[config.mk]
export PLATFORM = sky130hd
export DESIGN_NAME = alu_muldiv_seq
export DESIGN_NICKNAME = d
export VERILOG_FILES = /design/src/rtl/alu_muldiv_seq.sv
export SDC_FILE = /design/constraint.sdc
export NUM_CORES = 1
export LEC_CHECK = 0
export CAP_MARGIN = 40
export CORE_ASPECT_RATIO = 1.1
export CORE_MARGIN = 2
export CORE_UTILIZATION = 40
export CTS_CLUSTER_DIAMETER = 150
export CTS_CLUSTER_SIZE = 24
export DETAILED_ROUTE_END_ITERATION = 10
export GPL_TIMING_DRIVEN = 0
export PLACE_DENSITY = 0.65
export SLEW_MARGIN = 10
export SYNTH_ARGS = -nofsm -noshare
export SYNTH_HDL_FRONTEND = slang
export SYNTH_SLANG_ARGS = --single-unit
[constraint.sdc]
create_clock -name clk -period 3.1 [get_ports clk]
set_clock_uncertainty 0.15 [all_clocks]
set_input_delay 0.93 -clock clk [delete_from_list [all_inputs] [get_ports clk]]
set_output_delay 0.93 -clock clk [all_outputs]
set_load 0.02 [all_outputs]
[src/rtl/alu_muldiv_seq.sv]
// alu_muldiv_seq: multi-cycle MUL / DIVU / REMU sequencer that borrows the
// CPU's shared ALU (ADD and SUB encodings only). It passes the pipeline's ALU
// operands straight through while idle and takes over the ALU while running.
module alu_muldiv_seq (
  input  logic        clk,
  input  logic        reset,
  input  logic        Start,
  input  logic [1:0]  Op,
  input  logic [31:0] OpA,
  input  logic [31:0] OpB,
  output logic        Busy,
  output logic        Done,
  output logic [31:0] Result,
  input  logic [31:0] PipeSrcA,
  input  logic [31:0] PipeSrcB,
  input  logic [4:0]  PipeALUControl,
  output logic [31:0] SrcA,
  output logic [31:0] SrcB,
  output logic [4:0]  ALUControl,
  input  logic [31:0] ALUResult,
  input  logic        Negative,
  input  logic        Zero
);

  localparam logic [1:0] OP_MUL  = 2'b00;
  localparam logic [1:0] OP_DIVU = 2'b01;
  localparam logic [1:0] OP_REMU = 2'b10;
  localparam logic [1:0] OP_RSV  = 2'b11;

  localparam logic [4:0] ALU_ADD = 5'b00010;
  localparam logic [4:0] ALU_SUB = 5'b11110;

  typedef enum logic [1:0] {IDLE, RUN, DONE} state_t;

  state_t      state, state_next;
  logic [4:0]  count;
  logic [1:0]  op_q;

  // Multiply datapath
  logic [31:0] acc, mcand, mplier;
  // Divide datapath
  logic [31:0] rem, quot, divisor;

  logic        accept;
  logic        last;
  logic        is_mul;

  logic [32:0] sh;
  logic        hi;
  logic        borrow;
  logic [31:0] seq_a, seq_b;
  logic [4:0]  seq_ctrl;
  logic [31:0] rem_next, quot_next;

  // Zero flag from the ALU is not needed by this algorithm.
  logic        unused_zero;
  assign unused_zero = Zero;

  // A start request is honoured only outside RUN and only for a defined op.
  assign accept = (state != RUN) && Start && (Op != OP_RSV);
  assign last   = (count == 5'd31);
  assign is_mul = (op_q == OP_MUL);

  // Per-iteration operands, ALU command and restoring-divide decision.
  always_comb begin
    sh        = {rem, quot[31]};
    hi        = sh[32];
    seq_a     = is_mul ? acc : sh[31:0];
    seq_b     = is_mul ? (mplier[0] ? mcand : 32'd0) : divisor;
    seq_ctrl  = is_mul ? ALU_ADD : ALU_SUB;
    // Unsigned borrow of seq_a - seq_b, rebuilt from the ALU sign flag. A set
    // Hi bit means the 33-bit partial remainder already exceeds any divisor.
    borrow    = !hi & ((!seq_a[31] & seq_b[31]) |
                       (!(seq_a[31] ^ seq_b[31]) & Negative));
    rem_next  = borrow ? sh[31:0] : ALUResult;
    quot_next = {quot[30:0], !borrow};
  end

  // ALU mux: pass-through except while running; reset reclaims the ALU at once.
  always_comb begin
    SrcA       = PipeSrcA;
    SrcB       = PipeSrcB;
    ALUControl = PipeALUControl;
    if (state == RUN && !reset) begin
      SrcA       = seq_a;
      SrcB       = seq_b;
      ALUControl = seq_ctrl;
    end
  end

  // State register.
  always_ff @(posedge clk) begin
    if (reset) state <= IDLE;
    else       state <= state_next;
  end

  // Next-state and status outputs.
  always_comb begin
    state_next = state;
    Busy       = 1'b0;
    Done       = 1'b0;
    case (state)
      IDLE: state_next = accept ? RUN : IDLE;
      RUN: begin
        Busy = 1'b1;
        if (last) state_next = DONE;
      end
      DONE: begin
        Done       = 1'b1;
        state_next = accept ? RUN : IDLE;
      end
      default: state_next = IDLE;
    endcase
  end

  // Operand capture, one shift-add / shift-subtract step per RUN cycle, and
  // the result latch on the final iteration.
  always_ff @(posedge clk) begin
    if (reset) begin
      count   <= '0;
      op_q    <= OP_MUL;
      acc     <= '0;
      mcand   <= '0;
      mplier  <= '0;
      rem     <= '0;
      quot    <= '0;
      divisor <= '0;
      Result  <= '0;
    end else if (state == RUN) begin
      count <= count + 5'd1;
      if (is_mul) begin
        acc    <= ALUResult;
        mcand  <= mcand << 1;
        mplier <= mplier >> 1;
      end else begin
        rem  <= rem_next;
        quot <= quot_next;
      end
      if (last) begin
        case (op_q)
          OP_MUL:  Result <= ALUResult;
          OP_DIVU: Result <= quot_next;
          OP_REMU: Result <= rem_next;
          default: Result <= Result;
        endcase
      end
    end else if (accept) begin
      op_q  <= Op;
      count <= '0;
      if (Op == OP_MUL) begin
        acc    <= '0;
        mcand  <= OpA;
        mplier <= OpB;
      end else begin
        rem     <= '0;
        quot    <= OpA;
        divisor <= OpB;
      end
    end
  end

endmodule

==> key figures, run 1 <==
Power
  • Combinational Power Share: 0.302
  • Clock group share of total power: 0.244
  • Switch Pwr: 2410 uW
  • VDD IR max: 0.284 mV
  • Pwr dens: 421 nW/um2
  • Sw frac: 0.329
  • Internal Power: 4920 uW
  • Static Leak: 0.00607 uW
  • Flop pwr share: 0.454

Floorplan
  • Die outline height: 185 um
  • Die Area: 31200 um2
  • Die Wd: 169 um
  • Starting Density: 0.405
  • Top Ports: 275
  • Core area: 29400 um2
  • Placement Rows: 66

Synthesis
  • Syn avg cell area: 7.91 um2
  • Compound-Gate Fraction of Synth Area: 0.243
  • Post-synthesis simple-gate area fraction: 0.243
  • Syn Inst Count: 1506
  • Mapped Area: 11900 um2
  • Post-synth EDFFs: 0
  • Yosys warning count: 0
  • Netlist cell types: 42
  • Synth Area in XOR/XNOR: 0.000736
  • Async set-reset flop share out of synthesis: 0
  • Ys flop type: dfxtp_1
  • Seq/Total Area, Yosys: 0.392
  • Number of synthesized register bits: 233
  • Post-synthesis mux area share: 0.0554
  • Syn nets: 1686
  • Adder-cell share of the synthesized area: 0.00841
  • Combinational family with the most area after synthesis: compound AO/OA/AOI/OAI gates

Timing
  • Min Tclk post-route: 3240 ps
  • Unrepaired setup endpoints after global routing: yes
  • Max-slew headroom: 0.500
  • Period utilization: 1.04
  • Max Clk Rate: 0.309 GHz
  • Slew at the pin closest to its max-slew limit: 750 ps
  • Max-slew violation count: 0
  • # setup viols final: 64
  • Final Hold Fails: 0
  • Final WS setup: -139 ps

Critical path
  • Startpoint Class: primary input
  • Crit path max-delay cell type: nor3b_4
  • WP data arrival: 2160 ps
  • Crit path cell chain: clkbuf_16, nor3b_4, buf_6, clkbuf_16, clkbuf_16, buf_12, nor2_4, a21oi_2, buf_6
  • CP Class: primary input to output port
  • Most used cell along the critical path: clkbuf_16
  • Largest fanout on the critical path: 7
  • Slowest stage delay, CP: 180 ps
  • CP Buf/Inv Count: 6
  • Worst EP required: 2020 ps
  • Critical Path Sink Type: output port
  • Cell family with most CP delay: buffers and inverters

Global routing
  • Global-route wire length before repair: 69.8 mm
  • Overflow after GRT: 0
  • GRT Total Usage: 0.286
  • Largest net degree at the start of global routing: 25
  • Initial antenna violation count: 3
  • Vias in the first global route: 12400

Finish
  • Post-route cell area: 17400 um2
  • Layout area overhead: 46.2%
  • Final design utilization: 0.592
  • Layout Nets: 2006
  • Layout cells sized above 1: 0.257
  • Fillcell total: 2615
  • Final Non-Filler Cells: 2200

Flow run
  • Maxcap violations: 0

Placed design
  • Final HPWL DP: 34.4 mm
  • Placed Cells: 2152
  • Port-buffer cells: 272
  • DP Area: 15200 um2
  • RD Place Congestion: 0.936

Outcome
  • Status: complete, but fails checks
  • Failing checks: setup timing

Drt
  • DR vias/cell: 5.71
  • Pre-antenna DRT Iters: 5
  • Routed wire length per instance: 21.3 um
  • Post-Route WL: 46.8 mm
  • DRT iter0 DRCs: 763
  • Remaining antenna violation count after routing: 0
  • DR vias: 12600
  • Drc violations: 0

Clock tree
  • Register clock-pin slew on the reported worst setup and hold paths: 90 ps
  • Max Buffers Root-to-Sink: 3
  • Clock root cell: clkbuf_16
  • H-tree levels: 1
  • Cts bufs inserted: 13
  • CTS tree: built
  • Worst-skew pair later-pin latency: 480 ps
  • Number of hold buffers added after CTS: 0
  • # clock sinks: 233

Worst hold path
  • Hold WC Path Type: register to register
-- metrics by stage --
stage	hold WS [ps]	power (uW)	setup slack, ps	setup TNS, ps
floorplan	279	4420	0.225	0
global placement	287	5190	-1420	-96870
detailed placement	294	5220	-1380	-100440
CTS	307	7220	-180	-5460
global route	320	7600	-160	-6460
finish	306	7330	-139	-5460
-- worst reg2reg max path: stages, from the launching register on --
cell and delay, ps:
dfxtp_4 390, inv_4 50, ha_4 170, buf_6 140, buf_12 140, nand3_1 100, o21ai_2 130, ha_1 310
a21oi_1 120, nor2_1 330, clkbuf_4 380, mux2i_1 310, o21ai_0 130
-- sequential cells by signal, indices dropped and copies added (netlist names) --
signal / cells
count: 5
mplier: 32
op_q: 2
quot: 32
state: 2
rem: 32
acc: 32
divisor: 32
mcand: 32
Result: 32
-- repair_timing --
action,CTS,global route
endpoints found under the hold margin,0,0
setup endpoints to repair,134,112
cloned,8,5
gates resized for setup,584,107
pin swaps,6,3
buffers inserted,18,7
-- cell usage after synthesis (2+ instances only) --
master      n  area [um2]
mux2i_1    63         631
o21ai_0    23         115
o21ai_1    47         235
a311oi_2   60         901
clkbuf_1   73         274
ha_1        8         100
and3_1      2        12.5
nor2b_1    34         213
a32oi_1    31         272
or2_2      32         200
buf_1       4        15.0
nand2_1   326        1220
buf_2      60         300
a21oi_1   169         846
a22oi_1    32         240
buf_6       6        67.6
dfxtp_1   233        4660
nand3b_1    2        15.0
inv_1       6        22.5
nor3b_2     3        37.5
nor2_1    137         514
nand3_1    70         350
nand2b_1    4        25.0
and2_1      2        12.5
nand4b_1   30         263
a31oi_1    32         200
a311oi_1    2        17.5
-- metal layers --
| metal | up-vias | routed length, um | GRT usage |
|---|---|---|---|
| met5 | - | 30 | 0 |
| met4 | 4 | 2270 | 0.131 |
| met3 | 125 | 3630 | 0.0549 |
| met2 | 533 | 22100 | 0.490 |
| met1 | 5976 | 18700 | 0.349 |
| li1 | 5930 | - | - |
-- worst paths after layout --
| check | cells after the start | start | end | slack [ps] |
|---|---|---|---|---|
| max reg2reg | 12 | op_q[0] | rem[5] | 110 |
| min | 2 | divisor[13] | divisor[13] | 310 |
| max | 9 | reset | SrcA[30] | -140 |
| min reg2reg | 2 | divisor[13] | divisor[13] | 310 |
-- cell families (layout without fill, tap and decap cells) --
| group | after synthesis | after routing |
|---|---|---|
| DFF | 233 | 233 |
| adders and majority gates | 8 | 8 |
| buffers and inverters | 150 | 469 |
| AOI/OAI and AO/OA | 404 | 404 |
| and+or+nand+nor | 645 | 645 |
| other | 0 | 1 |
| muxes | 65 | 65 |
| xor gates and xnor gates | 1 | 1 |
-- layout make-up --
class | count | area (um2) | share of cell area
buffer | 142 | 1120 | 0.0642
multi-input combinational | 1123 | 7620 | 0.438
inverter | 6 | 25.0 | 0.00144
timing repair buffer | 307 | 3180 | 0.182
tap | 374 | 468 | 0.0269
antenna | 1 | 2.50 | 0.000144
sequential | 233 | 4670 | 0.268
clock inverter | 1 | 8.76 | 0.000503
clock buffer | 13 | 325 | 0.0187
-- power groups by stage --
stage          Sequential [uW]  Clock (uW)  Combinational [uW]
3_3_place_gp              3360           0                1830
2_1_floorplan             3310           0                1110
5_1_grt                   3340        1900                2360
3_5_place_dp              3360           0                1850
6_report                  3330        1790                2210
4_1_cts                   3310        1810                2090
-- cells in the final DEF, fill, tap and decap left out, types with 39 or more instances in the layout --
master             n
o21ai_1           50
a21oi_1          109
a21oi_2           58
dfxtp_1          231
buf_6             42
nand2_1          324
nand3_1           70
buf_2             52
clkdlybuf4s50_1  202
clkbuf_1          50
a311oi_2          60
nor2_1           108
buf_4             50
mux2i_1           39
Note: power is estimated with default switching activity, not from simulation.
==> run 2, diff against run 1 <==
--- a/config.mk
+++ b/config.mk
@@ -9,7 +9,7 @@
 export CORE_ASPECT_RATIO = 1.1
 export CORE_MARGIN = 2
 export CORE_UTILIZATION = 40
-export CTS_CLUSTER_DIAMETER = 150
+export CTS_BUF_LIST = sky130_fd_sc_hd__clkbuf_16
 export CTS_CLUSTER_SIZE = 24
 export DETAILED_ROUTE_END_ITERATION = 10
 export GPL_TIMING_DRIVEN = 0
==> key figures, run 2 (synthesis results as in run 1) <==
Power
  • Pwr dens: 482 nW/um2 (+14%)
  • Power Total: 8330 uW (+14%)
  • Static Leak: 0.00617 uW (+1.6%)
  • VDD IR max: 0.286 mV (+0.95%)

Placed design
  • RD Place Congestion: 0.936 (unchanged)
  • Final HPWL DP: 34.4 mm (unchanged)
  • Placed Cells: 2152 (unchanged)
  • Port-buffer cells: 272 (unchanged)

Critical path
  • Critical Path Sink Type: output port
  • Worst r2r path cells: 11 (-1)
  • Largest fanout on the critical path: 7 (unchanged)
  • R2R Setup Slk: 150 ps (+40 ps)
  • WP data arrival: 2120 ps (-40 ps)
  • Startpoint Class: primary input
  • CP Class: primary input to output port
  • Worst EP required: 2020 ps (about the same)
  • Crit Reg-Reg Startpoint: op_q[0]
  • Worst R2R End: rem[5]

Global routing
  • GRT Total Usage: 0.288 (+0.00239)
  • Global-route wire length before repair: 70.1 mm (+0.55%)
  • Overflow after GRT: 0 (unchanged)
  • Vias in the first global route: 12400 (+0.39%)
  • Largest net degree at the start of global routing: 20 (-20%)
  • Initial antenna violation count: 4 (+1)

Finish
  • Layout Nets: 2004 (-0.10%)
  • Layout area overhead: 45.2%
  • Diode count: 0 (-1)
  • Most frequent cells in the layout: nand2_1 (324), dfxtp_1 (230), clkdlybuf4s50_1 (202), a21oi_1 (126), nor2_1 (126)
  • Layout cells sized above 1: 0.237 (-0.0197)
  • Commonest non-fill, non-tap cell in the layout: nand2_1
  • Final Non-Filler Cells: 2216 (+0.73%)
  • Final design utilization: 0.588 (-0.00409)

Drt
  • Post-Route WL: 46.7 mm (-0.28%)
  • DR vias/cell: 5.67 (-0.83%)
  • Remaining antenna violation count after routing: 0 (unchanged)
  • Pre-antenna DRT Iters: 5 (unchanged)
  • Drc violations: 0 (unchanged)
  • Routed wire length per instance: 21.1 um (-1.0%)
  • DR vias: 12600 (-0.11%)
  • DRT iter0 DRCs: 937 (+23%)

Outcome
  • Status: complete, but fails checks
  • Failing checks: setup timing

Timing
  • Period utilization: 1.03 (-0.0113)
  • Unrepaired setup endpoints after global routing: yes
  • Max-slew headroom: 0.485 (-0.0146)
  • Final WS setup: -104 ps (+35.1 ps)
  • Min Tclk post-route: 3200 ps (-35.1 ps)
  • Setup TNS: -2810 ps (+2650 ps)
  • Max-slew violation count: 0 (unchanged)
  • Slew at the pin closest to its max-slew limit: 772 ps (+21.9 ps)
  • Final Hold Fails: 0 (unchanged)
  • # setup viols final: 49 (-23%)
  • Max Clk Rate: 0.312 GHz (+1.1%)

Clock tree
  • Clock root cell: clkbuf_16
  • Worst-skew pair later-pin latency: 530 ps (+50 ps)
  • Number of hold buffers added after CTS: 0 (unchanged)
  • Cts bufs inserted: 25 (+12)
  • CTS tree: built
  • Max Buffers Root-to-Sink: 3 (unchanged)
  • Register clock-pin slew on the reported worst setup and hold paths: 60 ps (-30 ps)
  • H-tree levels: 1 (unchanged)
  • # clock sinks: 233 (unchanged)

Floorplan
  • Placement Rows: 66 (unchanged)
  • Die outline height: 185 um (unchanged)
  • Starting Density: 0.405 (unchanged)
  • Die Wd: 169 um (unchanged)
  • Top Ports: 275 (unchanged)
  • Core area: 29400 um2 (unchanged)
  • Die Area: 31200 um2 (unchanged)

Worst hold path
  • Hold path cells: 2 (unchanged)
  • Worst Hold Path EP: acc[19]
  • Hold path start: acc[19]
  • Hold WC Path Type: register to register

Flow run
  • Maxcap violations: 0 (unchanged)
-- run 2: metal layers --
metal	GRT usage	up-vias	wire (um)
met5	0	-	44
met4	0.123	6	1850
met3	0.0620	111	3620
met2	0.496	547	22300
met1	0.350	5942	18900
li1	-	5948	-
-- run 2: through the flow --
step           hold slack (ps)  worst slack [ps]  cell area (um2)
2_1_floorplan              279             0.225            12100
3_3_place_gp               287             -1420            15200
3_5_place_dp               294             -1380            15200
4_1_cts                    301              -109            17200
5_1_grt                    315              -134            17300
6_report                   300              -104            17300
-- run 2: how the worst max path moves through the flow --
stage / from / end / slack [ps] / cells past startpoint
floorplan: reset / SrcB[10] / 0.2 / 5
global placement: reset / SrcB[28] / -1420 / 7
detailed placement: reset / SrcB[28] / -1380 / 7
CTS: reset / SrcB[28] / -110 / 8
global route: reset / SrcB[28] / -130 / 8
finish: reset / SrcB[24] / -100 / 8
-- run 2: report_power, final --
| part | switching (uW) | internal [uW] |
|---|---|---|
| combinational | 1190 | 916 |
| clock | 1270 | 1630 |
| sequential | 158 | 3170 |
| total | 2620 | 5710 |
-- run 2: critical path: stages --
cell and delay (ps):
clkbuf_16 130, nor3b_4 180, buf_6 170, clkbuf_16 200, buf_6 130, clkbuf_16 140
a21oi_1 70, buf_4 160
-- run 2: timing repair --
item | in CTS | in global routing
cloned | 8 | 0
gates resized for setup | 582 | 28
setup endpoints to repair | 134 | 115
pin swaps | 13 | 7
buffers inserted | 12 | 4
hold endpoints to repair | 0 | 0
-- run 2: layout make-up --
type,instances,area (um2)
clock buffer,25,626
fill,2679,12100
inverter,6,30.0
clock inverter,20,141
tap,374,468
sequential,233,4670
multi-input combinational,1123,7410
buffer,140,1040
timing repair buffer,295,2900
==> run 3, diff against run 2 <==
--- a/config.mk
+++ b/config.mk
@@ -5,7 +5,7 @@
 export SDC_FILE = /design/constraint.sdc
 export NUM_CORES = 1
 export LEC_CHECK = 0
-export CAP_MARGIN = 40
+export CAP_MARGIN = 20
 export CORE_ASPECT_RATIO = 1.1
 export CORE_MARGIN = 2
 export CORE_UTILIZATION = 40
==> results of run 3 <==
The final DEF is identical to that of run 2; final timing and power are the same.
